## src/rtl/instr_fetch_stage.sv

```systemverilog
// Single-entry instruction fetch stage: PC register, combinational imem lookup, registered output with redirect squash.
// Optional retired-instruction counter enabled by defining FETCH_STAT_EN.
module instr_fetch_stage #(
  parameter logic [31:0] RESET_PC = 32'h0000_0000
) (
  input  logic        clk,
  input  logic        rst,
  input  logic        redirect_valid,
  input  logic [31:0] redirect_pc,
  output logic [29:0] imem_addr,
  input  logic [31:0] imem_dword,
  output logic        if_valid,
  input  logic        if_ready,
  output logic [31:0] if_pc,
  output logic [31:0] if_instr
`ifdef FETCH_STAT_EN
  ,
  output logic [31:0] fetch_count
`endif
);

  typedef enum logic [0:0] {BOOT = 1'b0, RUN = 1'b1} state_t;

  state_t      state_reg;
  state_t      state_next;
  logic [31:0] pc_reg;
  logic        if_valid_reg;
  logic [31:0] if_pc_reg;
  logic [31:0] if_instr_reg;
  logic        load;
  logic        squash;
  logic        retire;

  // Masking keeps the PC word aligned regardless of the target's low bits.
  localparam logic [31:0] ALIGN_MASK = 32'hFFFF_FFFC;

  always_ff @(posedge clk) begin
    if (rst) begin
      state_reg <= BOOT;
    end else begin
      state_reg <= state_next;
    end
  end

  always_comb begin
    state_next = state_reg;
    case (state_reg)
      BOOT:    state_next = RUN;
      RUN:     state_next = RUN;
      default: state_next = BOOT;
    endcase
  end

  // Redirect wins over both load and stall; nothing happens in BOOT.
  always_comb begin
    squash = 1'b0;
    load   = 1'b0;
    retire = 1'b0;
    if (state_reg == RUN) begin
      squash = redirect_valid;
      load   = (!if_valid_reg || if_ready) && !redirect_valid;
      retire = if_valid_reg && if_ready && !redirect_valid;
    end
  end

  always_ff @(posedge clk) begin
    if (rst) begin
      pc_reg       <= RESET_PC & ALIGN_MASK;
      if_valid_reg <= 1'b0;
      if_pc_reg    <= 32'h0;
      if_instr_reg <= 32'h0;
    end else if (squash) begin
      pc_reg       <= redirect_pc & ALIGN_MASK;
      if_valid_reg <= 1'b0;
    end else if (load) begin
      pc_reg       <= pc_reg + 32'd4;
      if_valid_reg <= 1'b1;
      if_pc_reg    <= pc_reg;
      if_instr_reg <= imem_dword;
    end
  end

`ifdef FETCH_STAT_EN
  logic [31:0] fetch_count_reg;

  always_ff @(posedge clk) begin
    if (rst) begin
      fetch_count_reg <= 32'h0;
    end else if (retire) begin
      fetch_count_reg <= fetch_count_reg + 32'd1;
    end
  end

  assign fetch_count = fetch_count_reg;
`else
  logic retire_unused;
  assign retire_unused = retire;
`endif

  assign imem_addr = pc_reg[31:2];
  assign if_valid  = if_valid_reg;
  assign if_pc     = if_pc_reg;
  assign if_instr  = if_instr_reg;

endmodule

```

## config.mk

```make
export PLATFORM = sky130hd
export DESIGN_NAME = instr_fetch_stage
export DESIGN_NICKNAME = d
export VERILOG_FILES = /design/src/rtl/instr_fetch_stage.sv
export SDC_FILE = /design/constraint.sdc
export NUM_CORES = 1
export LEC_CHECK = 0
export CAP_MARGIN = 20
export CORE_MARGIN = 3
export CORE_UTILIZATION = 40
export CTS_CLUSTER_DIAMETER = 60
export DETAILED_ROUTE_END_ITERATION = 6
export GPL_ROUTABILITY_DRIVEN = 0
export GPL_TIMING_DRIVEN = 0
export PLACE_DENSITY = 0.78
export SLEW_MARGIN = 5
export SYNTH_ARGS = -nofsm -noshare
export SYNTH_HDL_FRONTEND = slang
export SYNTH_SLANG_ARGS = --single-unit
```

## constraint.sdc

```tcl
create_clock -name clk -period 2.3 [get_ports clk]
set_clock_uncertainty 0.2 [all_clocks]
set_input_delay 0.23 -clock clk [delete_from_list [all_inputs] [get_ports clk]]
set_output_delay 0.23 -clock clk [all_outputs]
set_load 0.02 [all_outputs]
```

==> flow_summary.yaml <==
run_status:
  status: "complete, no violations"
synthesis:
  synth_mux_area_frac: 0.004978
  ys_seq_area_frac: 0.4680
  synth_cells: 510
  synthFlopType: "dfxtp_1"
  yosys_warnings: 0
  synthMostInstantiatedCell: "nand2_1"
  synth_top_area_share: 0.4680
  synthTopCellsByArea: "dfxtp_1, nand2_1, a21oi_1"
  synth.distinct_cells: 53
  synth_common_cells: "nand2_1, dfxtp_1, a21oi_1"
  synth_compound_area_frac: 0.1749
  synth_top_cell_by_area: "dfxtp_1"
  async_flop_share: 0
  synthAdderAreaFrac: 0.003111
  synthSimpleGateAreaFrac: 0.2623
  syn_avg_cell_area_um2: 7.885
  synth_edf_count: 0
  synth_top_family_by_area: "simple AND/OR/NAND/NOR gates"
  syn_area_um2: 4021
  synth-xor-area-share: 0.03049
  synth_seq_cells: 94
cells_and_area:
  largest_reg_flops: 32
  drive_above_1_share: 0.09538
  areaGrowthSynthToFinish_pct: 52.68
  diodes: 0
  fillers: 852
  nets: 757
  final_cells: 821
cts:
  postCtsHoldBufs: 0
  clk_pin_slew_worst_paths_ns: 0.10
  cts-htree-levels: 3
  cts_root_buf: "clkbuf_8"
  cts_sinks: 94
  cts_buffer_depth: 2
  cts_buffers: 9
  cts_tree: "yes"
  clk_latency_ns: 0.36
drt:
  drc: 0
  ant_nets: 0
  drtIter0Drc: 349
  detail_route.wl_per_cell_um: 16.20
  firstDrtPassIters: 5
  wl_mm: 13.30
  dr_total_vias: 4405
  avgViaCountPerCell: 5.365
power_and_ir_drop:
  power.internal_uw: 2617
  power_frac_clock: 0.340
  p_comb_frac: 0.171
  power_frac_seq: 0.489
  switching_share: 0.2747
  p_sw_uw: 991.2
  power.leakage_uw: 0.002078
  ir_drop_uv: 294.8
  p_per_area_nw_per_um2: 587.8
sta:
  tightest_slew_ns: 0.6098
  setup-tns-final_ns: 0
  setup_viol: 0
  holdWs_ns: 0.1968
  hold_viol_final: 0
  fmax_mhz: 451.6
  slew_headroom: 0.5935
  fin_crit_sh: 0.9627
  fin_crit_ns: 2.214
  fin_ws_ns: 0.08584
  slew_viol_final: 0
global_route:
  grt_max_degree: 17
  grt_overflow_total: 0
  grt_pass1_wl_mm: 21.07
  gr-usage-all-layers: 0.2308
  grt_pass1_vias: 4194
  antenna_found_initial: 0
worst_setup_path:
  r2r_slack_ns: 0.09
  cp-start-kind: "register"
  crit_fanout: 7
  rr_endpoint: "pc_reg[29]"
  rr_startpoint: "pc_reg[15]"
  crit_path_end_kind: "register"
  arrival_ns: 2.32
  critical_path_class: "register to register"
  reg2regPathDepth: 6
  cp.required_ns: 2.40
placed_design:
  port_buffers: 157
  dp_cells: 797
  dpl_worst_slack_ns: -0.4251
  dp_hpwl_mm: 9.812
floorplan:
  die-width_um: 106.3
  die-area_um2: 11290
  core-area_um2: 9503
  rows: 35
  start_util: 0.4232
  io_pins: 163
  die_h_um: 106.3
min_path:
  hold_end: "if_instr[6]"
  min-delay-path-class: "primary input to register"
  holdPathStages: 3
  hold_start: "imem_dword[6]"
job:
  drv_cap: 0
==> cells by family after synthesis <==
| family | count (synthesis) |
|---|---|
| and+or+nand+nor | 230 |
| AOI/OAI and AO/OA | 126 |
| DFF | 94 |
| buffers and inverters | 42 |
| xor gates and xnor gates | 14 |
| muxes | 2 |
| adders and majority gates | 1 |
| other | 1 |
==> timing repair <==
item                                    in CTS  in global routing
endpoints found under the hold margin        0                  0
gates resized for setup                     18                 22
pin swaps                                    1                  7
endpoints found under the setup margin      14                 11
buffers inserted                             1                  8
==> layer usage <==
layer | track usage | wire length, µm | up-vias
met5 | 0 | 0 | -
met4 | 0.09806 | 375 | 0
met3 | 0.03704 | 952 | 37
li1 | - | - | 2126
met2 | 0.3887 | 6478 | 206
met1 | 0.2922 | 5495 | 2036
==> worst max path at each step <==
| stage | startpoint | end | depth (start not counted) |
|---|---|---|---|
| 6_report | pc_reg[15] | pc_reg[29] | 6 |
| 5_1_grt | if_valid | if_instr[25] | 7 |
| 4_1_cts | pc_reg[6] | pc_reg[30] | 5 |
| 3_5_place_dp | if_ready | pc_reg[31] | 6 |
| 3_3_place_gp | if_ready | pc_reg[31] | 6 |
| 2_1_floorplan | pc_reg[2] | pc_reg[30] | 6 |
==> worst max-delay path: stages, from the launching register on <==
cell and delay (ns):
dfxtp_4 0.39, and4_4 0.27, nand4_4 0.12, or4_4 0.56, buf_4 0.16, or3_1 0.31
a31oi_1 0.15
==> area by class of cell <==
type | instances | area, µm² | area share
multi-input combinational | 375 | 1958 | 0.3189
sequential | 94 | 1931 | 0.3144
timing repair buffer | 166 | 1639 | 0.2670
buffer | 36 | 210.2 | 0.03424
tap | 129 | 161.4 | 0.02629
clock buffer | 9 | 123.9 | 0.02018
clock inverter | 6 | 93.84 | 0.01528
inverter | 6 | 22.52 | 0.003668
==> layout by cell type, fill, tap and decap left out, types with 3 or more instances in the layout <==
master,n
nor2_1,20
clkbuf_8,11
buf_1,4
and3_1,4
nand3_1,14
dfxtp_4,12
dfxtp_2,3
a31oi_1,8
clkbuf_2,4
xor2_1,4
nand4_1,8
nor3_1,6
xnor2_1,10
a221oi_1,3
or3_1,3
clkdlybuf4s50_1,157
inv_1,6
nor4_1,12
a21oi_1,77
dfxtp_1,79
a22oi_1,3
clkbuf_1,19
o21ai_0,21
nand2_1,142
buf_4,11
==> power groups by stage <==
| stage | logic (µW) | registers (µW) | clock network (µW) |
|---|---|---|---|
| final | 617 | 1770 | 1230 |
| after global routing | 664 | 1780 | 1300 |
| after global placement | 590 | 1810 | 0 |
| after floorplan | 203 | 1880 | 0 |
| after CTS | 604 | 1770 | 1240 |
| after detailed placement | 598 | 1810 | 0 |
==> through the flow <==
step / utilization / instance area, µm² / power [µW]
2_1_floorplan: - / 4029 / 2081
3_3_place_gp: 0.6063 / 5762 / 2395
3_5_place_dp: 0.6063 / 5762 / 2408
4_1_cts: 0.6342 / 6027 / 3615
5_1_grt: 0.6461 / 6140 / 3740
6_report: 0.6461 / 6140 / 3609
No activity file was read; power rests on OpenSTA's default activity.
==> variant, RTL diff (config.mk and constraints unchanged) <==
The option `FETCH_STAT_EN` is turned on by a define.
--- a/src/rtl/instr_fetch_stage.sv
+++ b/src/rtl/instr_fetch_stage.sv
@@ -1,5 +1,7 @@
 // Single-entry instruction fetch stage: PC register, combinational imem lookup, registered output with redirect squash.
 // Optional retired-instruction counter enabled by defining FETCH_STAT_EN.
+`define FETCH_STAT_EN
+
 module instr_fetch_stage #(
   parameter logic [31:0] RESET_PC = 32'h0000_0000
 ) (
Behaviour (old outputs only; new: fetch_count): unchanged (equiv_simple and equiv_induct, registers matched by name and starting in step).
==> variant against the original RTL <==
- critical endpoint is now pc_reg[31]
- global-route usage is 0.57 points lower
- die area increased by 36%
- count of clock-buffer cells in the layout rose by 18
- power up 60%
- area after synthesis is 38% higher
- design area is 39% higher
- sequential cell count is 32 higher
- utilization decreased by 0.76 points
- via count rose by 33%
- routed wire length up 33%
- largest cell class unchanged
- critical path type unchanged
- setup slack worse by 42 ps
- critical path depth shrank 1
- maximum frequency is 1.9% lower
==> variant: results (changes against the original RTL) <==
metric	value	unit	change
period utilization	98.1	%	+1.8 points
met1 usage	28.3	%	-0.94 points
crit-path max FO	7		unchanged
worst r2r src	pc_reg[18]		
Worst-Margin Slew	654	ps	+43.7 ps
vias in the first global route	5387		+28%
Hold Startpoint	redirect_pc[18]		
critical path data arrival time	2400	ps	+80 ps
DP Worst Slack	-591	ps	-166 ps
drt initial violations	427		+22%
port bufs	190		+21%
DPL Wire Length	12600	um	+29%
WHS Endpoint	pc_reg[18]		
via count	5846		+33%
synth top area cells	dfxtp_1 (45%), nand2_1 (11%), a21oi_1 (7.3%), xnor2_1 (4.3%), nor2_1 (3.0%)		
clock transition at the registers of the reported paths	50	ps	-50 ps
VDD IR max	446	uV	+51%
met2 usage	36.1	%	-2.8 points
fill count	1150		+35%
largest net degree at the start of global routing	17		unchanged
Tot GR Track Use	22.5	%	-0.57 points
Post-Synth Adder-Cell Area	0.450	%	+0.14 points
RR Endpoint	pc_reg[31]		
clk root buf	clkbuf_16		
Netlist cell types	58		+9.4%
TritonCTS Buffers	17		+8
flop-to-flop setup slack	40	ps	-40 ps
R2R depth	5		-1
Commonest cells post-synth	nand2_1 (165), dfxtp_1 (126), a21oi_1 (81)		
sequential share of the synthesized area	45.4	%	-1.4 points
final net count	979		+29%
post-synthesis xor/xnor area fraction	5.83	%	+2.8 points
first-pass GRT wire length	27000	um	+28%
drt total wl	17700	um	+33%
outcome	complete, no violations		
Sw Ratio	23.7	%	-3.8 points
share of layout cells above drive strength 1	11.8	%	+2.3 points
Global Route met3 Usage	7.18	%	+3.5 points
H-tree Lvls	4		+1
Worst-Skew Late Latency	420	ps	+60 ps
mux share of post-synthesis cell area	0.383	%	-0.12 points
Synth Area in Compound Gates	14.4	%	-3.0 points
Pleak	2.93	nW	+41%
[variant: per-stage QoR]
step | util, % | instances | setup TNS, ps | area [um^2] | hold WS (ps)
floorplan | - | 688 | 0 | 5570 | 133
global placement | 57.4 | 1054 | -40320 | 7690 | 241
detailed placement | 57.4 | 1054 | -41680 | 7690 | 246
CTS | 62.4 | 1089 | 0 | 8360 | 143
global route | 63.8 | 1098 | -152 | 8560 | 158
finish | 63.8 | 1098 | 0 | 8560 | 155
[variant: kinds of logic after synthesis]
group                    count (synthesis)
AO/OA/AOI/OAI                          136
XOR/XNOR                                37
adder cells (fa/ha/maj)                  2
buffers and inverters                   56
flip-flops                             126
multiplexers                             2
other                                    1
AND/OR/NAND/NOR                        327
[variant: routing by layer]
layer | share of wire, % | wire (um)
met1 | 43 | 7540
met2 | 48 | 8420
met3 | 6.8 | 1200
met4 | 2.9 | 507
met5 | 0 | 0
[variant: how the worst max path moves through the flow]
stage / start / endpoint
after floorplan: pc_reg[13] / pc_reg[31]
after global placement: if_ready / if_pc[22]
after detailed placement: if_ready / if_instr[24]
after CTS: pc_reg[21] / pc_reg[31]
after global routing: if_valid / fetch_count[22]
final: pc_reg[18] / pc_reg[31]
[variant: repair_timing]
item,in CTS,in global routing
endpoints found under the setup margin,80,85
resized for setup,23,40
pin swaps,2,5
gates cloned,0,0
hold buffers,0,0
setup buffers,3,9
[variant: layout make-up]
| cell class | count | area share [%] |
|---|---|---|
| clock inverters | 5 | 1.20 |
| inverters | 10 | 0.439 |
| plain buffers | 46 | 2.84 |
| flip-flops and latches | 126 | 30.1 |
| clock buffers | 27 | 5.88 |
| well taps | 176 | 2.57 |
| multi-input cells | 506 | 33.7 |
| repair buffers | 202 | 23.3 |
[variant: worst max-delay path, stage by stage, from the launching register on]
cell and delay [ps]:
dfxtp_4 370, and4_4 270, nand4_4 140, or4_4 570, or4_4 480, a31oi_1 160
[variant: power by group through the flow]
| stage | Clock (mW) | Combinational, mW | Sequential (mW) |
|---|---|---|---|
| floorplan | 0 | 0.215 | 2.46 |
| global placement | 0 | 0.637 | 2.39 |
| detailed placement | 0 | 0.641 | 2.39 |
| CTS | 2.79 | 0.646 | 2.35 |
| global route | 2.88 | 0.706 | 2.36 |
| finish | 2.75 | 0.658 | 2.35 |
